===== config.mk =====
export PLATFORM = sky130hd
export DESIGN_NAME = ac_mode_sequencer
export DESIGN_NICKNAME = d
export VERILOG_FILES = /design/src/rtl/ac_mode_sequencer.sv
export SDC_FILE = /design/constraint.sdc
export NUM_CORES = 1
export LEC_CHECK = 0
export ABC_AREA = 0
export CAP_MARGIN = 20
export CORE_ASPECT_RATIO = 1.1
export CORE_UTILIZATION = 40
export CTS_CLUSTER_DIAMETER = 30
export DETAILED_ROUTE_END_ITERATION = 10
export PLACE_DENSITY_LB_ADDON = 0.3
export REMOVE_ABC_BUFFERS = 1
export SYNTH_ARGS = -nofsm -noshare
export SYNTH_HDL_FRONTEND = slang
export SYNTH_SLANG_ARGS = --single-unit

===== constraint.sdc =====
create_clock -name clk -period 2.8 [get_ports clk]
set_input_delay 0.42 -clock clk [delete_from_list [all_inputs] [get_ports clk]]
set_output_delay 0.42 -clock clk [all_outputs]
set_load 0.03 [all_outputs]

===== src/rtl/ac_mode_sequencer.sv =====
// Air-conditioning mode sequencer: threshold/hysteresis control of heater and
// cooler drives with minimum-run protection and an all-off dwell between runs.
`timescale 1ns/1ps

module ac_mode_sequencer #(
   parameter int MIN_RUN = 8,
   parameter int DWELL   = 4,
   parameter int HYST    = 1
) (
   input  logic       clk,
   input  logic       rst,
   input  logic       enable,
   input  logic [4:0] temperature,
   input  logic       temp_valid,
   input  logic [4:0] heat_thresh,
   input  logic [4:0] cool_thresh,
   output logic       heating,
   output logic       cooling,
   output logic [1:0] mode,
   output logic       fault
);

   typedef enum logic [1:0] {
      ST_OFF   = 2'b00,
      ST_HEAT  = 2'b01,
      ST_COOL  = 2'b10,
      ST_DWELL = 2'b11
   } state_t;

   localparam int RUN_W   = $clog2(MIN_RUN + 1);
   localparam int DWELL_W = $clog2(DWELL + 1);

   localparam logic [RUN_W-1:0]   RUN_LAST   = RUN_W'(MIN_RUN - 1);
   localparam logic [RUN_W-1:0]   RUN_MAX    = RUN_W'(MIN_RUN);
   localparam logic [RUN_W-1:0]   RUN_ONE    = RUN_W'(1);
   localparam logic [DWELL_W-1:0] DWELL_LAST = DWELL_W'(DWELL - 1);
   localparam logic [DWELL_W-1:0] DWELL_MAX  = DWELL_W'(DWELL);
   localparam logic [DWELL_W-1:0] DWELL_ONE  = DWELL_W'(1);
   localparam logic [5:0]         HYST6      = 6'(HYST);

   state_t               state;
   state_t               state_nx;
   logic [RUN_W-1:0]     run_cnt;
   logic [DWELL_W-1:0]   dwell_cnt;

   // Widened to 6 bits so threshold +/- hysteresis never wraps.
   logic [5:0] temp6;
   logic [5:0] heat6;
   logic [5:0] cool6;
   logic       heat_on;
   logic       cool_on;
   logic       heat_off;
   logic       cool_off;
   logic       run_done;
   logic       dwell_done;
   logic       force_exit;

   assign temp6 = {1'b0, temperature};
   assign heat6 = {1'b0, heat_thresh};
   assign cool6 = {1'b0, cool_thresh};

   assign heat_on    = (temp6 <= heat6);
   assign cool_on    = (temp6 >= cool6);
   assign heat_off   = (temp6 > (heat6 + HYST6));
   assign cool_off   = ((temp6 + HYST6) < cool6);
   assign run_done   = (run_cnt >= RUN_LAST);
   assign dwell_done = (dwell_cnt == DWELL_LAST);
   assign force_exit = !enable || fault;

   // NOTE: next-state is given a default before the case so no path leaves it
   // unassigned; an unassigned path would infer a latch.
   always_comb begin
      state_nx = state;
      case (state)
         ST_OFF: begin
            if (enable && temp_valid && !fault) begin
               if (heat_on)
                  state_nx = ST_HEAT;
               else if (cool_on)
                  state_nx = ST_COOL;
            end
         end
         ST_HEAT: begin
            if (force_exit)
               state_nx = ST_DWELL;
            else if (run_done && temp_valid && heat_off)
               state_nx = ST_DWELL;
         end
         ST_COOL: begin
            if (force_exit)
               state_nx = ST_DWELL;
            else if (run_done && temp_valid && cool_off)
               state_nx = ST_DWELL;
         end
         ST_DWELL: begin
            if (dwell_done)
               state_nx = ST_OFF;
         end
         default: state_nx = ST_OFF;
      endcase
   end

   // NOTE: all state updates use non-blocking assignments so every flop samples
   // the pre-edge values regardless of statement order.
   always_ff @(posedge clk or posedge rst) begin
      if (rst) begin
         state     <= ST_OFF;
         run_cnt   <= '0;
         dwell_cnt <= '0;
         fault     <= 1'b0;
      end else begin
         state <= state_nx;
         fault <= (heat_thresh >= cool_thresh);
         if (state_nx != state) begin
            // Every state entry restarts both timers.
            run_cnt   <= '0;
            dwell_cnt <= '0;
         end else begin
            if ((state == ST_HEAT || state == ST_COOL) && run_cnt != RUN_MAX)
               run_cnt <= run_cnt + RUN_ONE;
            if (state == ST_DWELL && dwell_cnt != DWELL_MAX)
               dwell_cnt <= dwell_cnt + DWELL_ONE;
         end
      end
   end

   assign heating = (state == ST_HEAT);
   assign cooling = (state == ST_COOL);
   assign mode    = state;

endmodule


==> impl_results.md <==
- Critical path type: in -> reg
- Die width: 59.4 microns
- Clk_lat worst skew: 0.25 ns
- Max Slew Vio Count: 0
- Post-synth ARST share: 1.00
- Slew @ Worst Pin: 0.425 ns
- Clk pin slew, worst setup/hold paths: 0.06 ns
- Clk pwr share: 0.086
- Initial DRC Count: 32
- Initial antenna violation count: 0
- Core outline area: 0.00341 sq mm
- Critical path's top delay family: compound AO/OA/AOI/OAI gates
- Final Critical Period: between 2 and 3 ns
- GP Congestion: 0.776
- RSZ-0062 raised after global routing: no
- #FFs+latches synth: 10
- Commonest non-fill, non-tap cell in the layout: ha_1
- WL/cell: around 13 microns
- HP Class: in -> async
- Drt pass-1 iters: 4
- Via-per-instance ratio: 5.15
- CP bufs+invs: 1
- Die Span Y: 65.2 microns
- CP Cell Sequence: clkdlybuf4s50_1, ha_1, nand3_1, xnor2_1, ha_1, nand3_1, o21bai_1, a31o_2, o22ai_1, o211a_4, nor3_1
- Critical path endpoint category: register
- Nets: 245
- Max clock buf depth: 2
- CTS Sinks: 10
- Global Route Usage Sum: 0.185
- Syn_area_per_cell: 9.19 sq um
- Worst slew margin: 0.714
- Post-route cell area: 0.00179 sq mm
- DP HPWL: roughly 2700 microns
- Die Area: 0.00387 sq mm
- Postcts setup bufs: 0
- Cts repair resizes: 0
- Mapped Cells: 158
- Area of the mapped netlist: 0.00145 sq mm
- Most used DFF post-synth: dfrtp_1
- MaxCap Viol Count: 0
- Htree depth: 1
- Hold Buf Count CTS: 0
- Vias in the first global route: 1332
- Placed Cells: 233
- Crit path required time: 2.93 ns
- Most frequent cells in the layout: ha_1, clkdlybuf4s50_1, inv_1, dfrtp_1
- Cell Int Power: 0.000579 W
- Crit share post-route: 0.917
- Total congestion overflow: 0
- CTS Buf Count: 3
- Comb power frac: 0.713
- Setup TNS Final: 0 ns
- EDFF count, synth: 0
- Post-DP Area: 0.00177 sq mm
- IO Pins: 24
- Fmax: around 0.39 GHz
- Arrival time worst endpoint: 2.70 ns
- Pleak: between 0.8 and 0.9 nW
- Via count: 1215
- Layout Cells excl Fill: 236
- P_sw: 0.000498 W
- CP Max Fanout: 7
- Diodes inserted: 0
- Setup crit start kind: primary input
- Largest net degree at the start of global routing: 11
- Initial Util: 0.425
- First-pass GRT wire length: 5590 microns
- CTS root buffer: clkbuf_4
- Pwr Density: 601 mW/mm^2
- Share of cells above drive strength 1: 0.117
- Yosys warnings: 0
- Max rail drop VDD: 302 uV
- Number of I/O port buffers: 23
- Run status: finished, final reports clean
- Seq/Total Area, Yosys: 0.172
- Number of distinct library cells after synthesis: 43
- DR DRC count: 0
- Setup slack after layout: about 0.23 ns
- Row cnt: 22
- P&R area growth vs syn: 23.6%
- DP Worst Slack: -0.0420 ns
- CTS tree: yes
- Largest stage delay, worst path: 0.53 ns
- Sw frac: 0.462
- Final Hold Vio Count: 0
- Flop pwr share: 0.201
- Setup-failing EPs final: 0
- WL final: 3010 microns
- Slowest cell on crit path: clkdlybuf4s50_1
- Post-DRT Antenna Nets: 0
- Clk_skew: 0.00239 ns
-- path summary, 6_finish.rpt --
kind / from / slack, ns / cells after the start / endpoint
setup / recovery: heat_thresh[1] / 0.23 / 11 / dwell_cnt[1]
min in group clk: dwell_cnt[0] / 0.60 / 2 / dwell_cnt[0]
hold / removal: rst / 0.44 / 2 / mode[0]
hold reg to reg: dwell_cnt[0] / 0.60 / 2 / dwell_cnt[0]
setup reg to reg: mode[0] / 0.68 / 7 / dwell_cnt[1]
max in group asynchronous: rst / 2.09 / 2 / dwell_cnt[0]
-- power groups by stage --
stage / clock [W] / sequential, W / combinational [W]
floorplan: 0 / 0.000241 / 0.000541
global placement: 0 / 0.000216 / 0.000748
detailed placement: 0 / 0.000219 / 0.000777
CTS: 0.0000949 / 0.000217 / 0.000779
global route: 0.000106 / 0.000225 / 0.000865
finish: 0.0000921 / 0.000217 / 0.000769
-- layout make-up --
cell class / count / area [sq um]
Multi-Input combinational cell: 127 / 1120
Clock buffer: 3 / 22.5
Inverter: 21 / 78.8
Sequential cell: 10 / 250
Fill cell: 362 / 1620
Timing Repair Buffer: 27 / 260
Tap cell: 48 / 60.1
-- synth_stat cells (2+ instances only) --
cell / number / area [sq um]
a21o_1: 3 / 22.5
a21oi_1: 7 / 35.0
dfrtp_1: 10 / 250
ha_1: 36 / 450
inv_1: 21 / 78.8
nand2_1: 4 / 15.0
nand2b_1: 6 / 37.5
nand3_1: 6 / 30.0
nand3_2: 2 / 20.0
nand3b_1: 2 / 15.0
nand4_1: 2 / 12.5
nor2_1: 5 / 18.8
nor2b_1: 3 / 18.8
nor2b_2: 2 / 17.5
nor3_1: 7 / 35.0
o21ai_0: 4 / 20.0
o22ai_1: 3 / 18.8
or3_1: 2 / 12.5
xnor2_1: 7 / 61.3
xor2_1: 3 / 26.3
-- stage by stage --
stage / total power (W) / hold slack (ns) / utilization
2_1_floorplan: 0.000782 / 0.260 / -
3_3_place_gp: 0.000964 / 0.579 / 0.519
3_5_place_dp: 0.000996 / 0.583 / 0.519
4_1_cts: 0.00109 / 0.440 / 0.526
5_1_grt: 0.00120 / 0.459 / 0.526
6_report: 0.00108 / 0.437 / 0.526
-- cell families (layout without fill, tap and decap cells) --
family,count (synthesis),after routing,share of synthesized area
compound gates,34,34,0.205
fa+ha+maj,36,36,0.310
mux,1,1,0.00690
flops,10,10,0.172
simple gates,46,46,0.191
xor+xnor,10,10,0.0603
buf+inv,21,51,0.0543
-- flip-flops by register name (all words and copies together), names as in the netlist --
| signal | flops |
|---|---|
| dwell_cnt | 3 |
| fault | 1 |
| mode | 2 |
| run_cnt | 4 |
-- layer usage --
metal	vias up	track usage	wire, microns
met4	0	0.0357	0
met1	560	0.240	1420
met2	22	0.323	1490
met3	0	0.0256	106
met5	-	0	0
li1	633	-	-
(Power assumes the default switching activity.)
